## config.mk

```make
export PLATFORM = sky130hd
export DESIGN_NAME = fetch_unit_flat
export DESIGN_NICKNAME = d
export VERILOG_FILES = /design/src/rtl/fetch_unit_if.sv /design/src/rtl/fetch_unit.sv /design/src/flat_wrapper.sv
export SDC_FILE = /design/constraint.sdc
export NUM_CORES = 1
export LEC_CHECK = 0
export BUFFER_PORTS_ARGS = -buffer_cell sky130_fd_sc_hd__buf_2
export CAP_MARGIN = 20
export CORE_UTILIZATION = 58
export CTS_CLUSTER_DIAMETER = 40
export DETAILED_ROUTE_END_ITERATION = 10
export PLACE_DENSITY = 0.9
export REMOVE_ABC_BUFFERS = 1
export SYNTH_ARGS = -nofsm -noshare
export SYNTH_HDL_FRONTEND = slang
export SYNTH_SLANG_ARGS = --single-unit
```

## constraint.sdc

```tcl
create_clock -name clk -period 3.9 [get_ports clk]
set_input_delay 0.585 -clock clk [delete_from_list [all_inputs] [get_ports clk]]
set_output_delay 0.585 -clock clk [all_outputs]
set_load 0.01 [all_outputs]
```

## src/rtl/fetch_unit_if.sv

```systemverilog
// Fetch front-end bundle: instruction-memory request/response, core-side
// instruction handshake, branch redirect and queue occupancy.
interface fetch_unit_if #(
  parameter int ADDR_W = 32,
  parameter int DATA_W = 32,
  parameter int DEPTH  = 4
);
  localparam int CNT_W = $clog2(DEPTH) + 1;

  logic              imem_req;
  logic [ADDR_W-1:0] imem_addr;
  logic              imem_ack;
  logic [DATA_W-1:0] imem_rdata;
  logic              instr_valid;
  logic [DATA_W-1:0] instr;
  logic [ADDR_W-1:0] instr_pc;
  logic              instr_ready;
  logic              redirect;
  logic [ADDR_W-1:0] redirect_pc;
  logic [CNT_W-1:0]  queue_count;

  // Fetch unit side.
  modport master (
    output imem_req, imem_addr, instr_valid, instr, instr_pc, queue_count,
    input  imem_ack, imem_rdata, instr_ready, redirect, redirect_pc
  );

  // Memory/core environment side.
  modport slave (
    input  imem_req, imem_addr, instr_valid, instr, instr_pc, queue_count,
    output imem_ack, imem_rdata, instr_ready, redirect, redirect_pc
  );
endinterface

```

## src/rtl/fetch_unit.sv

```systemverilog
// Instruction fetch front end: one outstanding word request to instruction
// memory, a small circular prefetch queue toward the core, and branch
// redirect with queue flush and discard of an in-flight response.
module fetch_unit #(
  parameter int              ADDR_W   = 32,
  parameter int              DATA_W   = 32,
  parameter logic [ADDR_W-1:0] RESET_PC = '0,
  parameter int              DEPTH    = 4
) (
  input logic         clk,
  input logic         rst,
  fetch_unit_if.master bus
);
  localparam int PTR_W = $clog2(DEPTH);
  localparam int CNT_W = PTR_W + 1;

  typedef enum logic [1:0] {
    IDLE  = 2'd0,
    WAIT  = 2'd1,
    DRAIN = 2'd2
  } state_t;

  state_t            state, state_nxt;
  logic [ADDR_W-1:0] fetch_pc, fetch_pc_nxt;
  logic [ADDR_W-1:0] drain_addr, drain_addr_nxt;
  logic [ADDR_W-1:0] req_addr;
  logic [ADDR_W-1:0] redirect_tgt;
  logic              req;
  logic              push;
  logic              pop;
  logic              has_room;

  logic [DATA_W-1:0] data_mem [DEPTH];
  logic [ADDR_W-1:0] pc_mem   [DEPTH];
  logic [PTR_W-1:0]  wr_ptr, rd_ptr;
  logic [CNT_W-1:0]  count;

  assign redirect_tgt = bus.redirect_pc & ~(ADDR_W'(3));
  // Space is judged on the current count; a same-cycle pop only helps the next issue.
  assign has_room     = (count < CNT_W'(DEPTH));
  // A redirect flushes the queue, so any pop in that cycle is meaningless.
  assign pop          = (count != '0) && bus.instr_ready && !bus.redirect;

  // Next-state, request and push decisions for the fetch FSM.
  always_comb begin
    state_nxt      = state;
    fetch_pc_nxt   = fetch_pc;
    drain_addr_nxt = drain_addr;
    req            = 1'b0;
    req_addr       = fetch_pc;
    push           = 1'b0;
    case (state)
      IDLE: begin
        if (bus.redirect) begin
          fetch_pc_nxt = redirect_tgt;
        end else if (has_room) begin
          req = 1'b1;
          if (bus.imem_ack) begin
            push         = 1'b1;
            fetch_pc_nxt = fetch_pc + ADDR_W'(4);
          end else begin
            state_nxt = WAIT;
          end
        end else begin
          state_nxt = IDLE;
        end
      end
      WAIT: begin
        req = 1'b1;
        if (bus.redirect) begin
          fetch_pc_nxt = redirect_tgt;
          if (bus.imem_ack) begin
            state_nxt = IDLE;
          end else begin
            // Remember the abandoned address so the request stays stable.
            drain_addr_nxt = fetch_pc;
            state_nxt      = DRAIN;
          end
        end else if (bus.imem_ack) begin
          push         = 1'b1;
          fetch_pc_nxt = fetch_pc + ADDR_W'(4);
          state_nxt    = IDLE;
        end else begin
          state_nxt = WAIT;
        end
      end
      DRAIN: begin
        req      = 1'b1;
        req_addr = drain_addr;
        if (bus.redirect) begin
          fetch_pc_nxt = redirect_tgt;
          state_nxt    = DRAIN;
        end else if (bus.imem_ack) begin
          state_nxt = IDLE;
        end else begin
          state_nxt = DRAIN;
        end
      end
      default: begin
        state_nxt = IDLE;
      end
    endcase
  end

  // FSM state, fetch PC and held drain address.
  always_ff @(posedge clk or posedge rst) begin
    if (rst) begin
      state      <= IDLE;
      fetch_pc   <= RESET_PC;
      drain_addr <= '0;
    end else begin
      state      <= state_nxt;
      fetch_pc   <= fetch_pc_nxt;
      drain_addr <= drain_addr_nxt;
    end
  end

  // Queue pointers and occupancy; redirect flushes everything.
  always_ff @(posedge clk or posedge rst) begin
    if (rst) begin
      wr_ptr <= '0;
      rd_ptr <= '0;
      count  <= '0;
    end else if (bus.redirect) begin
      wr_ptr <= '0;
      rd_ptr <= '0;
      count  <= '0;
    end else begin
      if (push) wr_ptr <= wr_ptr + PTR_W'(1);
      if (pop)  rd_ptr <= rd_ptr + PTR_W'(1);
      case ({push, pop})
        2'b10:   count <= count + CNT_W'(1);
        2'b01:   count <= count - CNT_W'(1);
        default: count <= count;
      endcase
    end
  end

  // Queue payload storage; contents are only meaningful below count.
  always_ff @(posedge clk) begin
    if (push) begin
      data_mem[wr_ptr] <= bus.imem_rdata;
      pc_mem[wr_ptr]   <= fetch_pc;
    end
  end

  // Reset forces the request low immediately, abandoning any transaction.
  assign bus.imem_req    = req && !rst;
  assign bus.imem_addr   = bus.imem_req ? req_addr : '0;
  assign bus.instr_valid = (count != '0);
  assign bus.instr       = bus.instr_valid ? data_mem[rd_ptr] : '0;
  assign bus.instr_pc    = bus.instr_valid ? pc_mem[rd_ptr] : '0;
  assign bus.queue_count = count;
endmodule

```

## src/flat_wrapper.sv

```systemverilog
// flat-port wrapper written by rule: the top's interface ports become plain ports
module fetch_unit_flat 
#(
  parameter int              ADDR_W   = 32,
  parameter int              DATA_W   = 32,
  parameter logic [ADDR_W-1:0] RESET_PC = '0,
  parameter int              DEPTH    = 4
)
  (clk, rst, bus_imem_req, bus_imem_addr, bus_instr_valid, bus_instr, bus_instr_pc, bus_queue_count, bus_imem_ack, bus_imem_rdata, bus_instr_ready, bus_redirect, bus_redirect_pc);
  fetch_unit_if #(.ADDR_W(ADDR_W), .DATA_W(DATA_W), .DEPTH(DEPTH)) bus_i ();
  input logic clk;
  input logic rst;
  output wire logic [$bits(bus_i.imem_req)-1:0] bus_imem_req;
  output wire logic [$bits(bus_i.imem_addr)-1:0] bus_imem_addr;
  output wire logic [$bits(bus_i.instr_valid)-1:0] bus_instr_valid;
  output wire logic [$bits(bus_i.instr)-1:0] bus_instr;
  output wire logic [$bits(bus_i.instr_pc)-1:0] bus_instr_pc;
  output wire logic [$bits(bus_i.queue_count)-1:0] bus_queue_count;
  input wire logic [$bits(bus_i.imem_ack)-1:0] bus_imem_ack;
  input wire logic [$bits(bus_i.imem_rdata)-1:0] bus_imem_rdata;
  input wire logic [$bits(bus_i.instr_ready)-1:0] bus_instr_ready;
  input wire logic [$bits(bus_i.redirect)-1:0] bus_redirect;
  input wire logic [$bits(bus_i.redirect_pc)-1:0] bus_redirect_pc;
  assign bus_imem_req = bus_i.imem_req;
  assign bus_imem_addr = bus_i.imem_addr;
  assign bus_instr_valid = bus_i.instr_valid;
  assign bus_instr = bus_i.instr;
  assign bus_instr_pc = bus_i.instr_pc;
  assign bus_queue_count = bus_i.queue_count;
  assign bus_i.imem_ack = bus_imem_ack;
  assign bus_i.imem_rdata = bus_imem_rdata;
  assign bus_i.instr_ready = bus_instr_ready;
  assign bus_i.redirect = bus_redirect;
  assign bus_i.redirect_pc = bus_redirect_pc;
  fetch_unit #(.ADDR_W(ADDR_W), .DATA_W(DATA_W), .RESET_PC(RESET_PC), .DEPTH(DEPTH)) u_core (.clk(clk), .rst(rst), .bus(bus_i));
endmodule
```

==> results.sh <==
export IMPL_path_cells="inv_1, ha_2, buf_4, mux2i_1, nor2_1, buf_2"
export IMPL_yosys_area_top_type="edfxtp_1"
export IMPL_p_leak_nw=5.98
export IMPL_coreArea_um2=22800
export IMPL_drc=0
export IMPL_drtAntennaViolNets=0
export IMPL_dp_cells=1295
export IMPL_synth_area_mux_share=0.149
export IMPL_required_ps=3310
export IMPL_critPathBufInv=3
export IMPL_row_count=55
export IMPL_critPathSlowestCell="ha_2"
export IMPL_final_nets=1103
export IMPL_grt_max_degree=67
export IMPL_worst_path_max_fanout=21
export IMPL_dieArea_um2=24000
export IMPL_port_buffer_count=163
export IMPL_clock_sinks=317
export IMPL_grt_usage=0.247
export IMPL_period_share=0.813
export IMPL_antenna_found_initial=1
export IMPL_synth_distinct_cells=55
export IMPL_grt_pass1_wl_um=44700
export IMPL_synth_top_family_by_area="multiplexers"
export IMPL_post_cts_buffers=0
export IMPL_synth_compound_area_frac=0.0452
export IMPL_vias=8146
export IMPL_syn_inst=852
export IMPL_mostFrequentLayoutCell="edfxtp_1"
export IMPL_ys_seq_elements=317
export IMPL_outcome="complete, no violations"
export IMPL_drtIter0Drc=782
export IMPL_power_density_nw_per_um2=782
export IMPL_cts_buffers=40
export IMPL_hold_viol=0
export IMPL_clk_pin_slew_worst_paths_ps=60
export IMPL_wl_per_cell_um=21.0
export IMPL_finalSetupViolCount=0
export IMPL_cts_buffer_depth=3
export IMPL_synth_top_area_frac=0.550
export IMPL_place_congestion=0.828
export IMPL_synthFlopType="edfxtp_1"
export IMPL_overflow=0
export IMPL_max_clock_freq_mhz=315
export IMPL_chipWidth_um=155
export IMPL_viasPerCell=5.95
export IMPL_hp_class="in -> async"
export IMPL_hpwl_um=17800
export IMPL_post_dp_cell_area_um2=14800
export IMPL_ctsHoldBuffers=0
export IMPL_first_pass_iters=5
export IMPL_drive_above_1_share=0.343
export IMPL_cp_start_kind="flop"
export IMPL_htree_levels=2
export IMPL_syn_area_um2=13500
export IMPL_clk_latency_ps=510
export IMPL_ir_worst_vdd_v=0.000492
export IMPL_slew_headroom=0.330
export IMPL_synthAdderAreaFrac=0.00979
export IMPL_grt_pass1_vias=8167
export IMPL_cp_top_family="buffers and inverters"
export IMPL_synth_edf_count=248
export IMPL_slowest_delay_ps=500
export IMPL_critPathCaptureType="output port"
export IMPL_dieHeight_um=155
export IMPL_ys_seq_area_frac=0.677
export IMPL_yosys_area_share_simple=0.0939
export IMPL_synthXorXnorAreaFrac=0.00323
export IMPL_regArea_um2=9180
export IMPL_post_cts_resized=0
export IMPL_ios=170
export IMPL_slew_violations=0
export IMPL_cts_root_buf="clkbuf_16"
export IMPL_fin_skew_ps=12.2
export IMPL_multiInputGateArea_um2=4140
export IMPL_fillerInstances=1441
export IMPL_grt_setup_unrepaired="false"
export IMPL_tightest_slew_ps=1000
export IMPL_cap_violations=0
export IMPL_crit_arrival_ps=2590
export IMPL_period_needed_ps=3170
export IMPL_synth_avg_cell_area_um2=15.9
export IMPL_final_area_um2=16200
export IMPL_synth_area_top_cells="edfxtp_1 (55%), dfrtp_1 (13%), mux4_2 (10%)"
export IMPL_start_util=0.595
export IMPL_area_growth_pct=19.7
export IMPL_setup_worst_path_class="reg -> out"
export IMPL_tritoncts="yes"
export IMPL_wl_um=28700
export IMPL_ys_warn_count=0
export IMPL_final_cells=1368
export IMPL_async_flop_share=0.218
export IMPL_final_cell_mix="edfxtp_1 (248), buf_2 (163), dfrtp_1 (67)"
==> final timing paths <==
| path | start | endpoint | slack (ps) | depth (start not counted) |
|---|---|---|---|---|
| setup / recovery | u_core.state[0] | bus_imem_addr[24] | 730 | 6 |
| hold / removal | rst | u_core.fetch_pc[29] | 190 | 2 |
| setup reg to reg | u_core.state[0] | u_core.fetch_pc[25] | 1000 | 8 |
| hold reg to reg | u_core.drain_addr[13] | u_core.drain_addr[13] | 480 | 2 |
| max in group asynchronous | rst | u_core.drain_addr[12] | 2730 | 3 |
| min in group clk | bus_imem_rdata[2] | u_core.data_mem[0][2] | 290 | 1 |
==> flip-flops by register name, indices dropped and copies added (netlist names) <==
| register | cells |
|---|---|
| u_core.bus.queue_count | 3 |
| u_core.fetch_pc | 30 |
| u_core.data_mem | 128 |
| u_core.wr_ptr | 2 |
| u_core.pc_mem | 120 |
| u_core.state | 2 |
| u_core.drain_addr | 30 |
| u_core.rd_ptr | 2 |
==> cells by family (layout without fill, tap and decap cells) <==
group / after synthesis / count (layout)
AND/OR/NAND/NOR: 230 / 230
XOR/XNOR: 5 / 5
AO/OA/AOI/OAI: 99 / 99
other: 1 / 5
buffers and inverters: 69 / 268
adder cells (fa/ha/maj): 10 / 10
multiplexers: 121 / 121
flip-flops: 317 / 317
==> cells in the mapped netlist, drive strengths merged (7+ instances only) <==
master,number
dfrtp,69
nand2,33
and2,67
o22ai,7
buf,18
nor2,60
ha,9
edfxtp,248
mux4,62
mux2,26
clkbuf,37
inv,14
a21oi,28
mux2i,33
nor3,10
nor4,8
o21ai,32
nand3,22
==> power by group <==
| group | total, W | switching, W | internal [W] |
|---|---|---|---|
| clock | 0.00392 | 0.00142 | 0.00250 |
| sequential | 0.00517 | 0.000716 | 0.00446 |
| combinational | 0.00359 | 0.00192 | 0.00167 |
==> metal layers <==
metal,up-vias,wire length [µm],GRT usage
li1,3639,-,-
met1,4070,11800,0.338
met2,376,14100,0.407
met3,61,2010,0.0462
met4,0,746,0.0787
met5,-,0,0
==> through the flow <==
step | hold WS (ps) | utilization | TNS (ps) | power (W) | setup WS (ps)
final | 188 | 0.712 | 0 | 0.0127 | 728
after CTS | 191 | 0.712 | 0 | 0.0128 | 714
after floorplan | 450 | - | -2980 | 0.00740 | -48.1
after global placement | 461 | 0.649 | 0 | 0.00870 | 1130
after global routing | 239 | 0.712 | 0 | 0.0133 | 613
after detailed placement | 474 | 0.649 | 0 | 0.00883 | 1060
==> cell type report <==
type                            count  share of cell area
Antenna cell                        1            0.000154
Tap cell                          313              0.0241
Clock buffer                       46              0.0650
Inverter                           14             0.00324
Multi-Input combinational cell    469               0.255
Sequential cell                   317               0.566
Clock inverter                     26              0.0234
Timing Repair Buffer              182              0.0630
Note: power is estimated with default switching activity, not from simulation.
